$ cat config.mk
export PLATFORM = sky130hd
export DESIGN_NAME = lm_frame_packer
export DESIGN_NICKNAME = d
export VERILOG_FILES = /design/src/rtl/lmpack_pkg.sv /design/src/rtl/lmpack_out_slot.sv /design/src/rtl/lm_frame_packer.sv
export SDC_FILE = /design/constraint.sdc
export NUM_CORES = 1
export LEC_CHECK = 0
export ABC_AREA = 1
export ABC_CLOCK_PERIOD_IN_PS = 10590
export CAP_MARGIN = 15
export CELL_PAD_IN_SITES_DETAIL_PLACEMENT = 0
export CELL_PAD_IN_SITES_GLOBAL_PLACEMENT = 1
export CORE_MARGIN = 2
export CORE_UTILIZATION = 46
export CTS_CLUSTER_SIZE = 25
export DETAILED_ROUTE_END_ITERATION = 7
export PLACE_DENSITY_LB_ADDON = 0.1
export SLEW_MARGIN = 20
export SYNTH_ARGS = -nofsm -noshare
export SYNTH_HDL_FRONTEND = slang
export SYNTH_SLANG_ARGS = --single-unit
export TNS_END_PERCENT = 100
$ cat constraint.sdc
create_clock -name clk -period 10.59 [get_ports clk]
set_clock_uncertainty 0.05 [all_clocks]
set_input_delay 2.118 -clock clk [delete_from_list [all_inputs] [get_ports clk]]
set_output_delay 2.118 -clock clk [all_outputs]
set_load 0.005 [all_outputs]
$ cat src/rtl/lmpack_pkg.sv
// lmpack_pkg
// Shared types and helpers for the lane-array frame packer.
//   lm_frame_t   : 4 lanes x 4 slots x 5-bit symbols, lanes numbered 1..4,
//                  slots numbered 3 down to 0 (slot 3 is filled first).
//   lane_tag_t   : one 3-bit valid-symbol count per lane, lanes 0..3.
//   fill_state_t : FILL while the packer accepts symbols, FULL while a closed
//                  frame waits for the output slot.
package lmpack_pkg;

    localparam int SYM_W          = 5;
    localparam int SLOTS          = 4;
    localparam int LANES          = 4;
    localparam int TAG_W          = 3;
    localparam int SYMS_PER_FRAME = SLOTS * LANES;

    typedef logic [1:4][3:0][0:4] lm_frame_t;
    typedef logic [0:3][2:0]      lane_tag_t;

    typedef enum logic {
        FILL = 1'b0,
        FULL = 1'b1
    } fill_state_t;

    // Arrival order of the symbol that belongs at [lane][slot]: lane 1 fills
    // first, and within a lane the highest slot index fills first.
    function automatic logic [3:0] symIndex(input int lane, input int slot);
        return 4'((lane - 1) * SLOTS + (SLOTS - 1 - slot));
    endfunction

    // Per-lane valid-symbol counts for a frame holding n symbols: every lane
    // before the last filled one is full, lanes after it report zero.
    function automatic lane_tag_t laneTags(input logic [4:0] n);
        lane_tag_t tags;
        int        rem;
        tags = '0;
        for (int i = 0; i < LANES; i++) begin
            rem = int'(n) - SLOTS * i;
            if (rem >= SLOTS) begin
                tags[i] = 3'(SLOTS);
            end else if (rem > 0) begin
                tags[i] = 3'(rem);
            end else begin
                tags[i] = 3'd0;
            end
        end
        return tags;
    endfunction

endpackage

$ cat src/rtl/lmpack_out_slot.sv
// lmpack_out_slot
// Single-entry valid/ready output register for packed frames. A new frame may
// be loaded in the same cycle the current one is taken, which is what lets the
// packer stream one frame every 16 clocks with no bubble.
// Ports:
//   clk, rst      clock and asynchronous active-high reset
//   load_i        capture frame_i/tag_i at the next edge (caller guarantees
//                 the slot is empty or draining this cycle)
//   frame_i/tag_i frame and per-lane tags to capture
//   ready_i       consumer takes the held frame this cycle
//   valid_o       a frame is held
//   frame_o/tag_o held frame and tags (zero when empty)
module lmpack_out_slot
    import lmpack_pkg::*;
(
    input  logic      clk,
    input  logic      rst,
    input  logic      load_i,
    input  lm_frame_t frame_i,
    input  lane_tag_t tag_i,
    input  logic      ready_i,
    output logic      valid_o,
    output lm_frame_t frame_o,
    output lane_tag_t tag_o
);

    logic      valid_q, valid_d;
    lm_frame_t frame_q, frame_d;
    lane_tag_t tag_q,   tag_d;

    // Loading wins over draining so a transfer-while-drain keeps the slot
    // full; a plain handoff empties it and zeroes the payload.
    always_comb begin
        valid_d = valid_q;
        frame_d = frame_q;
        tag_d   = tag_q;
        if (load_i) begin
            valid_d = 1'b1;
            frame_d = frame_i;
            tag_d   = tag_i;
        end else if (valid_q && ready_i) begin
            valid_d = 1'b0;
            frame_d = '0;
            tag_d   = '0;
        end
    end

    // Slot register; reset discards whatever frame was held.
    always_ff @(posedge clk or posedge rst) begin
        if (rst) begin
            valid_q <= 1'b0;
            frame_q <= '0;
            tag_q   <= '0;
        end else begin
            valid_q <= valid_d;
            frame_q <= frame_d;
            tag_q   <= tag_d;
        end
    end

    assign valid_o = valid_q;
    assign frame_o = frame_q;
    assign tag_o   = tag_q;

endmodule

$ cat src/rtl/lm_frame_packer.sv
// lm_frame_packer
// Collects 5-bit symbols into 80-bit lane frames with per-lane tag words and
// hands them to the lane-array consumer over a valid/ready port.
// Ports:
//   clk, rst          clock and asynchronous active-high reset
//   in_valid/in_ready symbol handshake; in_ready drops only while FULL
//   in_sym            symbol payload
//   in_flush          close the current (possibly partial) frame
//   out_valid/ready   frame handshake
//   out_lm            packed frame [1:4][3:0][0:4]
//   out_tag           per-lane valid-symbol counts [0:3][2:0]
//   frames_sent       handed-off frame count, wraps modulo 2^CNT_W
module lm_frame_packer
    import lmpack_pkg::*;
#(
    parameter int CNT_W = 16
) (
    input  logic             clk,
    input  logic             rst,
    input  logic             in_valid,
    output logic             in_ready,
    input  logic [4:0]       in_sym,
    input  logic             in_flush,
    output logic             out_valid,
    input  logic             out_ready,
    output lm_frame_t        out_lm,
    output lane_tag_t        out_tag,
    output logic [CNT_W-1:0] frames_sent
);

    fill_state_t      state_q, state_d;
    lm_frame_t        fill_buf_q, fill_buf_d;
    lm_frame_t        frame_wr, load_frame;
    lane_tag_t        load_tag;
    logic [4:0]       count_q, count_d, count_inc;
    logic             accept, close_fill, slot_free, slot_load;
    logic [CNT_W-1:0] frames_sent_q;

    // count_q runs 0..15 while filling and holds 1..16 while FULL, so it
    // needs one bit more than a symbol index.
    assign in_ready   = !rst && (state_q == FILL);
    assign accept     = in_valid && in_ready;
    assign count_inc  = count_q + {4'd0, accept};
    assign slot_free  = !out_valid || out_ready;
    assign close_fill = (state_q == FILL) &&
                        ((count_inc == 5'(SYMS_PER_FRAME)) ||
                         (in_flush && (accept || (count_q != 5'd0))));

    // Fill buffer with this cycle's symbol merged in, so a closing symbol
    // travels with its own frame.
    always_comb begin
        frame_wr = fill_buf_q;
        for (int l = 1; l <= LANES; l++) begin
            for (int s = 0; s < SLOTS; s++) begin
                if (accept && (count_q[3:0] == symIndex(l, s))) begin
                    frame_wr[l][s] = in_sym;
                end
            end
        end
    end

    // Fill FSM: a closed frame goes straight to the output slot when it is
    // free or draining, otherwise it parks in the fill buffer (FULL) until
    // the consumer takes the old frame.
    always_comb begin
        state_d    = state_q;
        fill_buf_d = fill_buf_q;
        count_d    = count_q;
        slot_load  = 1'b0;
        load_frame = frame_wr;
        load_tag   = laneTags(count_inc);
        case (state_q)
            FILL: begin
                if (close_fill && slot_free) begin
                    slot_load  = 1'b1;
                    fill_buf_d = '0;
                    count_d    = 5'd0;
                end else if (close_fill) begin
                    fill_buf_d = frame_wr;
                    count_d    = count_inc;
                    state_d    = FULL;
                end else begin
                    fill_buf_d = frame_wr;
                    count_d    = count_inc;
                end
            end
            FULL: begin
                load_frame = fill_buf_q;
                load_tag   = laneTags(count_q);
                if (slot_free) begin
                    slot_load  = 1'b1;
                    fill_buf_d = '0;
                    count_d    = 5'd0;
                    state_d    = FILL;
                end
            end
            default: begin
                state_d = FILL;
            end
        endcase
    end

    // Fill-side state registers; reset drops any partial or parked frame.
    always_ff @(posedge clk or posedge rst) begin
        if (rst) begin
            state_q    <= FILL;
            fill_buf_q <= '0;
            count_q    <= 5'd0;
        end else begin
            state_q    <= state_d;
            fill_buf_q <= fill_buf_d;
            count_q    <= count_d;
        end
    end

    // Handoff counter, free-running modulo 2^CNT_W.
    always_ff @(posedge clk or posedge rst) begin
        if (rst) begin
            frames_sent_q <= '0;
        end else if (out_valid && out_ready) begin
            frames_sent_q <= frames_sent_q + CNT_W'(1);
        end
    end

    assign frames_sent = frames_sent_q;

    lmpack_out_slot u_out_slot (
        .clk     (clk),
        .rst     (rst),
        .load_i  (slot_load),
        .frame_i (load_frame),
        .tag_i   (load_tag),
        .ready_i (out_ready),
        .valid_o (out_valid),
        .frame_o (out_lm),
        .tag_o   (out_tag)
    );

endmodule

==> qor.yml <==
cts_resized: 0
dieWidth_um: 152
period_needed_ps: 5650
hold_depth: 2
synth-xor-area-share: 0.0139
ys.flop_type: "dfrtp_1"
cts_hold_buf: 0
antenna_left: 0
worst-setup-path-type: "in -> reg"
worstHoldStart: "fill_buf_q[37]$_DFFE_PP0P_"
dpl_cell_area_um2: 11300
hold_path.class: "reg -> reg"
postLayoutCoreUtil: 0.560
first_global_vias: 7845
grt_pass1_wl_um: 42300
routed_wl_um: 25600
async_reset_ff_frac: 1.00
gr-total-overflow: 0
arrival_ps: 5920
rows: 53
rsz0062_at_grt: "false"
route.vias.total: 8259
setup_slack_ps: 4940
gr-max-usage-layer: "met2"
drc: 0
io_pins: 120
setup_violations: 0
viasPerCell: 5.25
cts_tree: "done"
core_um2: 21200
post-cts-setup-buffer-count: 0
grt_max_degree: 125
maxSlewHeadroom: 0.335
fp.dieH_um: 152
first_iter_violations: 536
synth.area.mux_share: 0.00112
finalInstanceArea_um2: 11900
endpoint_kind: "flip-flop"
antenna_cells: 0
worst_pin_slew_ps: 994
nets: 1304
place_congestion: 0.855
grt_antenna_before_repair: 0
grtUsageMet1: 0.343
slew_violations: 0
startpoint_type: "input port"
synth_cell_type_count: 42
synthSimpleGateAreaFrac: 0.313
wl_per_cell_um: 16.3
r2r_cells: 15
cap_violations: 0
synth_fp_nets: 1225
yosysSeqAreaShare: 0.487
start_util: 0.472
clock-sinks: 195
crit_required_ps: 10860
synth_top_family_by_area: "simple AND/OR/NAND/NOR gates"
area_growth_pct: 18.6
met3_usage: 0.0257
finalSetupTns_ps: 0
pre_cts_ws_ps: 4510
max_freq_mhz: 177
die_area_um2: 23000
synth-adder-area-share: 0.0125
fin_crit_sh: 0.533
port_buffers: 119
cts_buffer_depth: 2
r2r_start: "state_q$_DFF_PP0_"
ys_ff_latch: 195
postSynthCellCount: 1205
dpl.hpwl_um: 16800
grt_use_total: 0.234
yosysWarnings: 0
startpoint: "rst"
root_buffer: "clkbuf_16"
leakage_nw: 5.62
cellPowerDensity_nw_per_um2: 198
path_clk_slew_ps: 70
synth.avg_cell_area_um2: 8.32
worst_skew_pair.late_latency_ps: 430
ir_drop_mv: 0.106
first_pass_iters: 6
synth_compound_area_frac: 0.0991
finalHoldViolations: 0
syn_area_um2: 10000
status: "complete, no violations"
synth_edf_count: 0
cts_made_buffers: 17
drive_above_1_share: 0.120
crit_path_max_fanout: 56
met2_usage: 0.376
cts.htree.levels: 4
-- state kept, by name, summed over array words and instances (netlist names) --
register / cells
fill_buf_q: 80
state_q: 1
frames_sent: 16
u_out_slot.frame_o: 80
u_out_slot.valid_o: 1
u_out_slot.tag_o: 12
count_q: 5
-- power breakdown --
part	switching [mW]	leakage, nW	internal (mW)
Sequential	0.0787	2.68	0.861
Combinational	0.473	2.66	0.273
Clock	0.300	0.285	0.360
-- critical path: stages --
cell and delay (ps):
clkdlybuf4s50_1 630, nor2_4 80, nand2_4 150, inv_1 110, ha_1 260, ha_1 260, xnor2_2 320, inv_2 90
nor2_2 160, nand2_2 100, nand2_1 600, nand3_2 280, buf_4 410, a21boi_0 260, inv_1 50
-- cell usage in the layout, fill, tap and decap left out, types with 2 or more instances in the layout --
cell             instances
nor2_1                 125
ha_1                    10
nand3b_1                25
clkinvlp_4               2
nand2_2                  2
xor2_1                   6
a21oi_1                  9
buf_4                    7
nor3_1                  23
o22ai_1                 24
nand3_2                 25
o21ai_0                116
nor2_2                   6
nand4_1                 13
inv_1                   90
or2_1                    3
nand2_1                230
clkdlybuf4s50_1        119
nand3_1                120
dfrtp_1                195
inv_2                   12
clkbuf_1                 2
nor2_4                   4
o211ai_1                 6
clkinv_4                 2
bufinv_16                2
nand2_4                  3
clkbuf_16               17
o21ai_2                 18
or2_2                   41
or2_0                   14
xnor2_1                  8
inv_6                    4
-- cells in the mapped netlist, types with 18 or more instances --
master,n,share of area
nand2_1,231,0.087
or2_2,41,0.026
nor3_1,23,0.011
inv_1,91,0.034
clkbuf_1,34,0.013
o21ai_0,116,0.058
o21ai_2,18,0.016
dfrtp_1,195,0.49
nand3_1,120,0.060
nand3_2,25,0.025
o22ai_1,24,0.015
nor2_1,125,0.047
buf_2,19,0.0095
nand3b_1,25,0.019
-- final cells by class --
class / instances / area [µm²]
multi-input cells: 841 / 4420
well taps: 275 / 344
clock inverters: 12 / 149
clock buffers: 20 / 447
repair buffers: 126 / 1240
flip-flops and latches: 195 / 4880
inverters: 103 / 394
fillers: 2027 / 9340
-- final timing paths --
| path | slack [ps] | to |
|---|---|---|
| min | 430 | fill_buf_q[37]$_DFFE_PP0P_ |
| max | 4940 | fill_buf_q[49]$_DFFE_PP0P_ |
| min in group asynchronous | 2250 | u_out_slot.tag_o[4]$_DFFE_PP0P_ |
| min reg2reg | 430 | fill_buf_q[37]$_DFFE_PP0P_ |
| max in group asynchronous | 6820 | fill_buf_q[41]$_DFFE_PP0P_ |
| max reg2reg | 6470 | fill_buf_q[49]$_DFFE_PP0P_ |
-- layer usage --
layer	vias to the layer above	share of wire	routed length, µm
met5	-	0	0
met1	3977	0.48	12400
met3	20	0.031	799
li1	4109	-	-
met4	0	0.0096	247
met2	153	0.47	12100
-- cells by family (layout without fill, tap and decap cells) --
family,Yosys count,in the layout
AOI/OAI and AO/OA,175,175
xor gates and xnor gates,15,15
adders and majority gates,10,10
buffers and inverters,169,261
DFF,195,195
muxes,1,1
and+or+nand+nor,640,640
-- metrics by stage --
| stage | std cells | hold WS, ps | total power, mW |
|---|---|---|---|
| floorplan | 1205 | 400 | 1.46 |
| global placement | 1540 | 413 | 1.70 |
| detailed placement | 1540 | 416 | 1.71 |
| CTS | 1572 | 435 | 2.37 |
| global route | 1572 | 445 | 2.50 |
| finish | 1572 | 432 | 2.35 |
Power figures use the tool's default switching activity.
